$ cat src/rtl/arb_pkg.sv
// Shared types and constants for the cache-miss memory arbiter.
package arb_pkg;

  // Grant FSM states.
  typedef enum logic [1:0] {
    IDLE = 2'd0,
    BUSY = 2'd1,
    DONE = 2'd2
  } arb_state_t;

  // Operation latched for the granted port.
  typedef enum logic {
    OP_READ  = 1'b0,
    OP_WRITE = 1'b1
  } arb_op_t;

  // Arbitration modes.
  localparam int ARB_FIXED = 32'sd0;
  localparam int ARB_RR    = 32'sd1;

  // A write wins when a port raises read and write together; the read is
  // left pending and gets served by a later grant.
  function automatic arb_op_t pick_op(input logic wr);
    return wr ? OP_WRITE : OP_READ;
  endfunction

endpackage

$ cat src/rtl/mem_arbiter_if.sv
// Requester and downstream memory bus of the arbiter. The master modport is
// the arbiter's view; the slave modport is the view of the requesters and
// memory model around it.
interface mem_arbiter_if #(
  parameter int NUM_PORTS  = 32'sd2,
  parameter int ADDR_WIDTH = 32'sd32,
  parameter int DATA_WIDTH = 32'sd256
);
  localparam int IDX_W = $clog2(NUM_PORTS);

  logic [NUM_PORTS-1:0]            req_read;
  logic [NUM_PORTS-1:0]            req_write;
  logic [NUM_PORTS*ADDR_WIDTH-1:0] req_addr;
  logic [NUM_PORTS*DATA_WIDTH-1:0] req_wdata;
  logic [NUM_PORTS-1:0]            req_resp;
  logic [DATA_WIDTH-1:0]           req_rdata;
  logic                            mem_read;
  logic                            mem_write;
  logic [ADDR_WIDTH-1:0]           mem_addr;
  logic [DATA_WIDTH-1:0]           mem_wdata;
  logic                            mem_resp;
  logic [DATA_WIDTH-1:0]           mem_rdata;
  logic                            grant_valid;
  logic [IDX_W-1:0]                grant_idx;

  modport master (
    input  req_read, req_write, req_addr, req_wdata, mem_resp, mem_rdata,
    output req_resp, req_rdata, mem_read, mem_write, mem_addr, mem_wdata,
           grant_valid, grant_idx
  );

  modport slave (
    output req_read, req_write, req_addr, req_wdata, mem_resp, mem_rdata,
    input  req_resp, req_rdata, mem_read, mem_write, mem_addr, mem_wdata,
           grant_valid, grant_idx
  );

endinterface

$ cat src/rtl/arb_picker.sv
// Combinational winner selection. Searches circularly starting one past
// 'last'; fixed priority is the same search pinned to last = NUM_PORTS-1,
// which makes port 0 the first candidate every time.
module arb_picker #(
  parameter int NUM_PORTS = 32'sd2,
  localparam int IDX_W    = $clog2(NUM_PORTS)
) (
  input  logic [NUM_PORTS-1:0] pending,
  input  logic [IDX_W-1:0]     last,
  input  logic                 mode,
  output logic [IDX_W-1:0]     winner,
  output logic                 any_pending
);

  int unsigned      base_s;
  logic [IDX_W-1:0] cand_s;
  logic             found_s;

  // Circular first-pending search from base+1.
  always_comb begin
    base_s  = mode ? 32'(last) : 32'(NUM_PORTS - 32'sd1);
    winner  = '0;
    found_s = 1'b0;
    cand_s  = '0;
    for (int unsigned k = 32'd1; k <= 32'(NUM_PORTS); k++) begin
      cand_s  = IDX_W'((base_s + k) % 32'(NUM_PORTS));
      winner  = (pending[cand_s] && !found_s) ? cand_s : winner;
      found_s = found_s | pending[cand_s];
    end
  end

  assign any_pending = |pending;

endmodule

$ cat src/rtl/mem_arbiter.sv
// N-port arbiter funnelling cache-miss traffic onto one cacheline port.
// A grant latches the winner's op/address/data, holds it until the memory
// responds, then pulses a registered response to the winner alone.
module mem_arbiter
  import arb_pkg::*;
#(
  parameter int NUM_PORTS  = 32'sd2,
  parameter int ADDR_WIDTH = 32'sd32,
  parameter int DATA_WIDTH = 32'sd256,
  parameter int ARB_MODE   = 32'sd0
) (
  input logic           clk,
  input logic           rst,
  mem_arbiter_if.master bus
);

  localparam int   IDX_W   = $clog2(NUM_PORTS);
  localparam logic RR_MODE = (ARB_MODE == ARB_RR);

  arb_state_t            state_r, state_s;
  arb_op_t               op_r, op_s;
  logic [ADDR_WIDTH-1:0] addr_r, addr_s;
  logic [DATA_WIDTH-1:0] wdata_r, wdata_s;
  logic [DATA_WIDTH-1:0] rdata_r, rdata_s;
  logic [IDX_W-1:0]      idx_r, idx_s;
  logic [IDX_W-1:0]      last_r, last_s;
  logic [NUM_PORTS-1:0]  resp_r, resp_s;
  logic                  read_r, read_s;
  logic                  write_r, write_s;
  logic                  grant_valid_r, grant_valid_s;
  logic [IDX_W-1:0]      winner_s;
  logic                  any_s;

  arb_picker #(.NUM_PORTS(NUM_PORTS)) u_picker (
    .pending     (bus.req_read | bus.req_write),
    .last        (last_r),
    .mode        (RR_MODE),
    .winner      (winner_s),
    .any_pending (any_s)
  );

  // Next-state and next-output logic of the grant FSM.
  always_comb begin
    state_s       = state_r;
    op_s          = op_r;
    addr_s        = addr_r;
    wdata_s       = wdata_r;
    rdata_s       = rdata_r;
    idx_s         = idx_r;
    last_s        = last_r;
    resp_s        = '0;
    read_s        = read_r;
    write_s       = write_r;
    grant_valid_s = grant_valid_r;
    case (state_r)
      IDLE: begin
        if (any_s) begin
          state_s       = BUSY;
          idx_s         = winner_s;
          last_s        = winner_s;
          op_s          = pick_op(bus.req_write[winner_s]);
          addr_s        = bus.req_addr[winner_s*ADDR_WIDTH +: ADDR_WIDTH];
          wdata_s       = (op_s == OP_WRITE) ?
                          bus.req_wdata[winner_s*DATA_WIDTH +: DATA_WIDTH] : '0;
          read_s        = (op_s == OP_READ);
          write_s       = (op_s == OP_WRITE);
          grant_valid_s = 1'b1;
        end else begin
          state_s = IDLE;
        end
      end
      BUSY: begin
        // Downstream strobes and latched bus values drop on the response edge.
        if (bus.mem_resp) begin
          state_s = DONE;
          rdata_s = bus.mem_rdata;
          resp_s  = {{(NUM_PORTS-1){1'b0}}, 1'b1} << idx_r;
          read_s  = 1'b0;
          write_s = 1'b0;
          addr_s  = '0;
          wdata_s = '0;
          op_s    = OP_READ;
        end else begin
          state_s = BUSY;
        end
      end
      DONE: begin
        state_s       = IDLE;
        grant_valid_s = 1'b0;
      end
      default: begin
        state_s       = IDLE;
        read_s        = 1'b0;
        write_s       = 1'b0;
        grant_valid_s = 1'b0;
      end
    endcase
  end

  // State and output registers; reset abandons any downstream transaction.
  always_ff @(posedge clk or posedge rst) begin
    if (rst) begin
      state_r       <= IDLE;
      op_r          <= OP_READ;
      addr_r        <= '0;
      wdata_r       <= '0;
      rdata_r       <= '0;
      idx_r         <= '0;
      last_r        <= IDX_W'(NUM_PORTS - 32'sd1);
      resp_r        <= '0;
      read_r        <= 1'b0;
      write_r       <= 1'b0;
      grant_valid_r <= 1'b0;
    end else begin
      state_r       <= state_s;
      op_r          <= op_s;
      addr_r        <= addr_s;
      wdata_r       <= wdata_s;
      rdata_r       <= rdata_s;
      idx_r         <= idx_s;
      last_r        <= last_s;
      resp_r        <= resp_s;
      read_r        <= read_s;
      write_r       <= write_s;
      grant_valid_r <= grant_valid_s;
    end
  end

  assign bus.req_resp    = resp_r;
  assign bus.req_rdata   = rdata_r;
  assign bus.mem_read    = read_r;
  assign bus.mem_write   = write_r;
  assign bus.mem_addr    = addr_r;
  assign bus.mem_wdata   = wdata_r;
  assign bus.grant_valid = grant_valid_r;
  assign bus.grant_idx   = idx_r;

endmodule

$ cat src/flat_wrapper.sv
// flat-port wrapper written by rule: the top's interface ports become plain ports
module mem_arbiter_flat import arb_pkg::*;
#(
  parameter int NUM_PORTS  = 32'sd2,
  parameter int ADDR_WIDTH = 32'sd32,
  parameter int DATA_WIDTH = 32'sd256,
  parameter int ARB_MODE   = 32'sd0
)
  (clk, rst, bus_req_read, bus_req_write, bus_req_addr, bus_req_wdata, bus_mem_resp, bus_mem_rdata, bus_req_resp, bus_req_rdata, bus_mem_read, bus_mem_write, bus_mem_addr, bus_mem_wdata, bus_grant_valid, bus_grant_idx);
  mem_arbiter_if #(.NUM_PORTS(NUM_PORTS), .ADDR_WIDTH(ADDR_WIDTH), .DATA_WIDTH(DATA_WIDTH)) bus_i ();
  input logic clk;
  input logic rst;
  input wire logic [$bits(bus_i.req_read)-1:0] bus_req_read;
  input wire logic [$bits(bus_i.req_write)-1:0] bus_req_write;
  input wire logic [$bits(bus_i.req_addr)-1:0] bus_req_addr;
  input wire logic [$bits(bus_i.req_wdata)-1:0] bus_req_wdata;
  input wire logic [$bits(bus_i.mem_resp)-1:0] bus_mem_resp;
  input wire logic [$bits(bus_i.mem_rdata)-1:0] bus_mem_rdata;
  output wire logic [$bits(bus_i.req_resp)-1:0] bus_req_resp;
  output wire logic [$bits(bus_i.req_rdata)-1:0] bus_req_rdata;
  output wire logic [$bits(bus_i.mem_read)-1:0] bus_mem_read;
  output wire logic [$bits(bus_i.mem_write)-1:0] bus_mem_write;
  output wire logic [$bits(bus_i.mem_addr)-1:0] bus_mem_addr;
  output wire logic [$bits(bus_i.mem_wdata)-1:0] bus_mem_wdata;
  output wire logic [$bits(bus_i.grant_valid)-1:0] bus_grant_valid;
  output wire logic [$bits(bus_i.grant_idx)-1:0] bus_grant_idx;
  assign bus_i.req_read = bus_req_read;
  assign bus_i.req_write = bus_req_write;
  assign bus_i.req_addr = bus_req_addr;
  assign bus_i.req_wdata = bus_req_wdata;
  assign bus_i.mem_resp = bus_mem_resp;
  assign bus_i.mem_rdata = bus_mem_rdata;
  assign bus_req_resp = bus_i.req_resp;
  assign bus_req_rdata = bus_i.req_rdata;
  assign bus_mem_read = bus_i.mem_read;
  assign bus_mem_write = bus_i.mem_write;
  assign bus_mem_addr = bus_i.mem_addr;
  assign bus_mem_wdata = bus_i.mem_wdata;
  assign bus_grant_valid = bus_i.grant_valid;
  assign bus_grant_idx = bus_i.grant_idx;
  mem_arbiter #(.NUM_PORTS(NUM_PORTS), .ADDR_WIDTH(ADDR_WIDTH), .DATA_WIDTH(DATA_WIDTH), .ARB_MODE(ARB_MODE)) u_core (.clk(clk), .rst(rst), .bus(bus_i));
endmodule
$ cat config.mk
export PLATFORM = sky130hd
export DESIGN_NAME = mem_arbiter_flat
export DESIGN_NICKNAME = d
export VERILOG_FILES = /design/src/rtl/arb_pkg.sv /design/src/rtl/mem_arbiter_if.sv /design/src/rtl/arb_picker.sv /design/src/rtl/mem_arbiter.sv /design/src/flat_wrapper.sv
export SDC_FILE = /design/constraint.sdc
export NUM_CORES = 2
export LEC_CHECK = 0
export CAP_MARGIN = 15
export CELL_PAD_IN_SITES_DETAIL_PLACEMENT = 0
export CELL_PAD_IN_SITES_GLOBAL_PLACEMENT = 1
export CORE_AREA = 2 2 546 548
export CTS_CLUSTER_DIAMETER = 150
export DETAILED_ROUTE_END_ITERATION = 10
export DIE_AREA = 0 0 548 550
export DONT_BUFFER_PORTS = 1
export PLACE_DENSITY = 0.3
export SYNTH_ARGS = -nofsm -noshare
export SYNTH_HDL_FRONTEND = slang
export SYNTH_SLANG_ARGS = --single-unit
$ cat constraint.sdc
create_clock -name clk -period 18.5 [get_ports clk]
set_input_delay 0.925 -clock clk [delete_from_list [all_inputs] [get_ports clk]]
set_output_delay 0.925 -clock clk [all_outputs]
set_load 0.02 [all_outputs]
==> results.md <==
- Via-to-Cell Ratio: 2.81
- Final Skew: 21.2 ps
- HP Class: input pin to asynchronous set/reset pin
- Area fraction in compound gates after synthesis: 0.108
- Synth Area in XOR/XNOR: 0
- Setup TNS: 0 ps
- Port buffer count: 0
- Final instance area: 30,000 µm²
- Reg2reg path depth: 7
- Max Clk Rate: 0.256 GHz
- Multiplexer share of the synthesized area: 0.125
- Post-Syn Area: 23,000 µm²
- GRT Util Overall: 0.100
- # H-tree levels: 3
- Via count: 16,990
- Final worst-path cycle share: 0.212
- Area contributors post-synth: dfrtp_1 60%, nand2_1 13%, mux2i_1 13%
- Peak VDD IR: 0.0819 mV
- Worst Tran Pin Value: ~1400 ps
- Clk_lat worst skew: 760 ps
- Sequential-to-total area share from yosys stat: 0.601
- RSZ-0062 raised after global routing: no
- Cell count after synthesis: 2,109
- Synth warn: 0
- Avg Cell Area, Syn: around 11 µm²
- Flop-to-flop setup slack: 14,590 ps
- Nets: 2,898
- Async S/R FF share, synth: 1.00
- IO Pins: 1,389
- Placer's final routability congestion estimate: 0.820
- Max Slew Vio Count: 0
- Core box area: 296,000 µm²
- Maxcap violations: 0
- Leakage: 13.6 nW
- Post-synth EDFFs: 0
- Yosys top cell by area: dfrtp_1
- Simple-Gate Fraction of Synth Area: 0.135
- Final ANT Viol Nets: 0
- Number of distinct library cells after synthesis: 23
- Reg-to-reg endpoint: u_core.bus.mem_wdata[233]$_DFFE_PP0P_
- Hold_buf cts: 0
- HPWL after DPL: 129 mm
- Hold Slack: around 94 ps
- Outcome: finished, final reports clean
- Routed WL per cell: 26.2 µm
- Main synth FF type: dfrtp_1
- Remaining DRCs: 0
- Clk sinks: 552
- Main combinational cell family by area after synthesis: simple AND/OR/NAND/NOR gates
- Hold Fails Final Rpt: 0
- CP max FO: 61
- Row cnt: 200
- Place WS: 13,920 ps
- Vias in the first global route: 17,393
- Share of cells above drive strength 1: 0.0636
- First-pass GRT wire length: 199 mm
- Syn nets: 2,948
- Grt total ovfl: 0
- Synth Area in Adders: 0
- Worst Path Required: roughly 19,000 ps
- Top cells by count, synth: 770 x nand2_1, 552 x dfrtp_1, 288 x mux2i_1
- Post-CTS Setup Bufs: 0
- Power Density: 189 nW/µm²
- Maximum clock path buffer count: 4
- CTS root buf: clkbuf_16
- Initial drt markers: 850
- Startpoint types: flip-flop
- Layout Area Growth over Synthesis: 30.4%
- Critical Path End Type: flip-flop
- CTS tree: built
- Die Y: 550 µm
- FF-to-FF Start: u_core.state_r[1]$_DFF_PP0_
- CTS resizes: 0
- Final Worst Setup Slack: 14,590 ps
- Placed instance area: 27,500 µm²
- Die W: 548 µm
- Post-synthesis register bit count: 552
- Fin crit period: 3910 ps
- Initial cell density of the core: 0.0778
- Crit path DAT: 4570 ps
- Count leader, synth: nand2_1
- Initial antenna violation count: 105
- CTS buffer count: 80
- Max-Slew Margin vs Limit: 0.0358
- Total wire length: between 150 and 200 mm
- Largest net degree at the start of global routing: between 150 and 200
- Yosys top cell area share: 0.601
- Setup violators final: 0
- TritonRoute pass-1 iters: 5
- Total die area: 301,000 µm²
- Crit Path Category: flip-flop to flip-flop
- Clk slew on worst S/H paths: 50 ps
[final cells by class]
class                      count  area [µm²]
sequential                   552       13800
antenna                       11        27.5
clock inverter                10         129
clock buffer                 120        2280
fill                       33956      266000
tap                         3939        4930
timing repair buffer          24         293
multi-input combinational   1396        8490
inverter                       5        33.8
[cell usage in the layout, fill, tap and decap left out, types with 2 or more instances in the layout]
| cell type | instances |
|---|---|
| diode_2 | 11 |
| inv_6 | 4 |
| nor2_1 | 3 |
| clkbuf_8 | 13 |
| buf_12 | 9 |
| o21ai_4 | 2 |
| inv_8 | 2 |
| buf_4 | 15 |
| o21ai_0 | 35 |
| clkinv_2 | 2 |
| nand3_1 | 32 |
| dfrtp_1 | 552 |
| clkbuf_16 | 80 |
| inv_1 | 3 |
| mux2i_1 | 288 |
| nand2_1 | 770 |
| bufinv_16 | 2 |
| clkbuf_1 | 27 |
| o2bb2ai_1 | 256 |
[stage by stage]
| stage | power (mW) | utilization | cells |
|---|---|---|---|
| global placement | 4.26 | 0.0932 | 5915 |
| floorplan | 3.59 | - | 2109 |
| global route | 6.02 | 0.101 | 6048 |
| finish | 5.67 | 0.101 | 6057 |
| detailed placement | 4.25 | 0.0932 | 5915 |
| CTS | 5.82 | 0.101 | 6045 |
[report_power, final]
| part | internal (mW) | total, mW | switching, mW |
|---|---|---|---|
| Clock | 0.873 | 1.50 | 0.627 |
| Sequential | 1.76 | 3.10 | 1.34 |
| Combinational | 0.365 | 1.07 | 0.707 |
| Total | 3.00 | 5.67 | 2.67 |
[logic make-up after synthesis]
logic type | after synthesis
AOI/OAI and AO/OA | 297
buffers and inverters | 161
DFF | 552
muxes | 288
and+or+nand+nor | 811
[sequential cells by signal (all words and copies together), names as in the netlist, 2 cells and up]
signal	count
u_core.bus.mem_wdata	256
u_core.bus.req_rdata	256
u_core.bus.mem_addr	32
u_core.bus.req_resp	2
u_core.state_r	2
[per-layer routing]
layer,global-route usage,routed length (µm),part of all wire
met4,0.0289,5410,0.034
met5,0,302,0.0019
met3,0.0536,20300,0.13
met1,0.104,55500,0.35
met2,0.174,77300,0.49
[how the worst max path moves through the flow]
stage                     cells after the start                               endpoint                   startpoint  slack (ps)
after floorplan                               1       u_core.bus.grant_idx$_DFFE_PP0P_                          rst        2140
after global placement                        6  u_core.bus.mem_wdata[243]$_DFFE_PP0P_             bus_req_write[1]       13890
after detailed placement                      6    u_core.bus.mem_wdata[5]$_DFFE_PP0P_             bus_req_write[1]       13920
after CTS                                     7    u_core.bus.mem_wdata[6]$_DFFE_PP0P_  u_core.state_r[1]$_DFF_PP0_       14420
after global routing                          7  u_core.bus.mem_wdata[245]$_DFFE_PP0P_  u_core.state_r[1]$_DFF_PP0_       14330
final                                         7  u_core.bus.mem_wdata[233]$_DFFE_PP0P_  u_core.state_r[1]$_DFF_PP0_       14590
[critical path, cell delays in order, from the launching register on]
cell       delay [ps]
dfrtp_1           400
nor2_1            210
o41ai_4           130
and2_4            620
buf_4             690
buf_4             570
buf_4             700
o2bb2ai_1         190
Note: power is estimated with default switching activity, not from simulation.
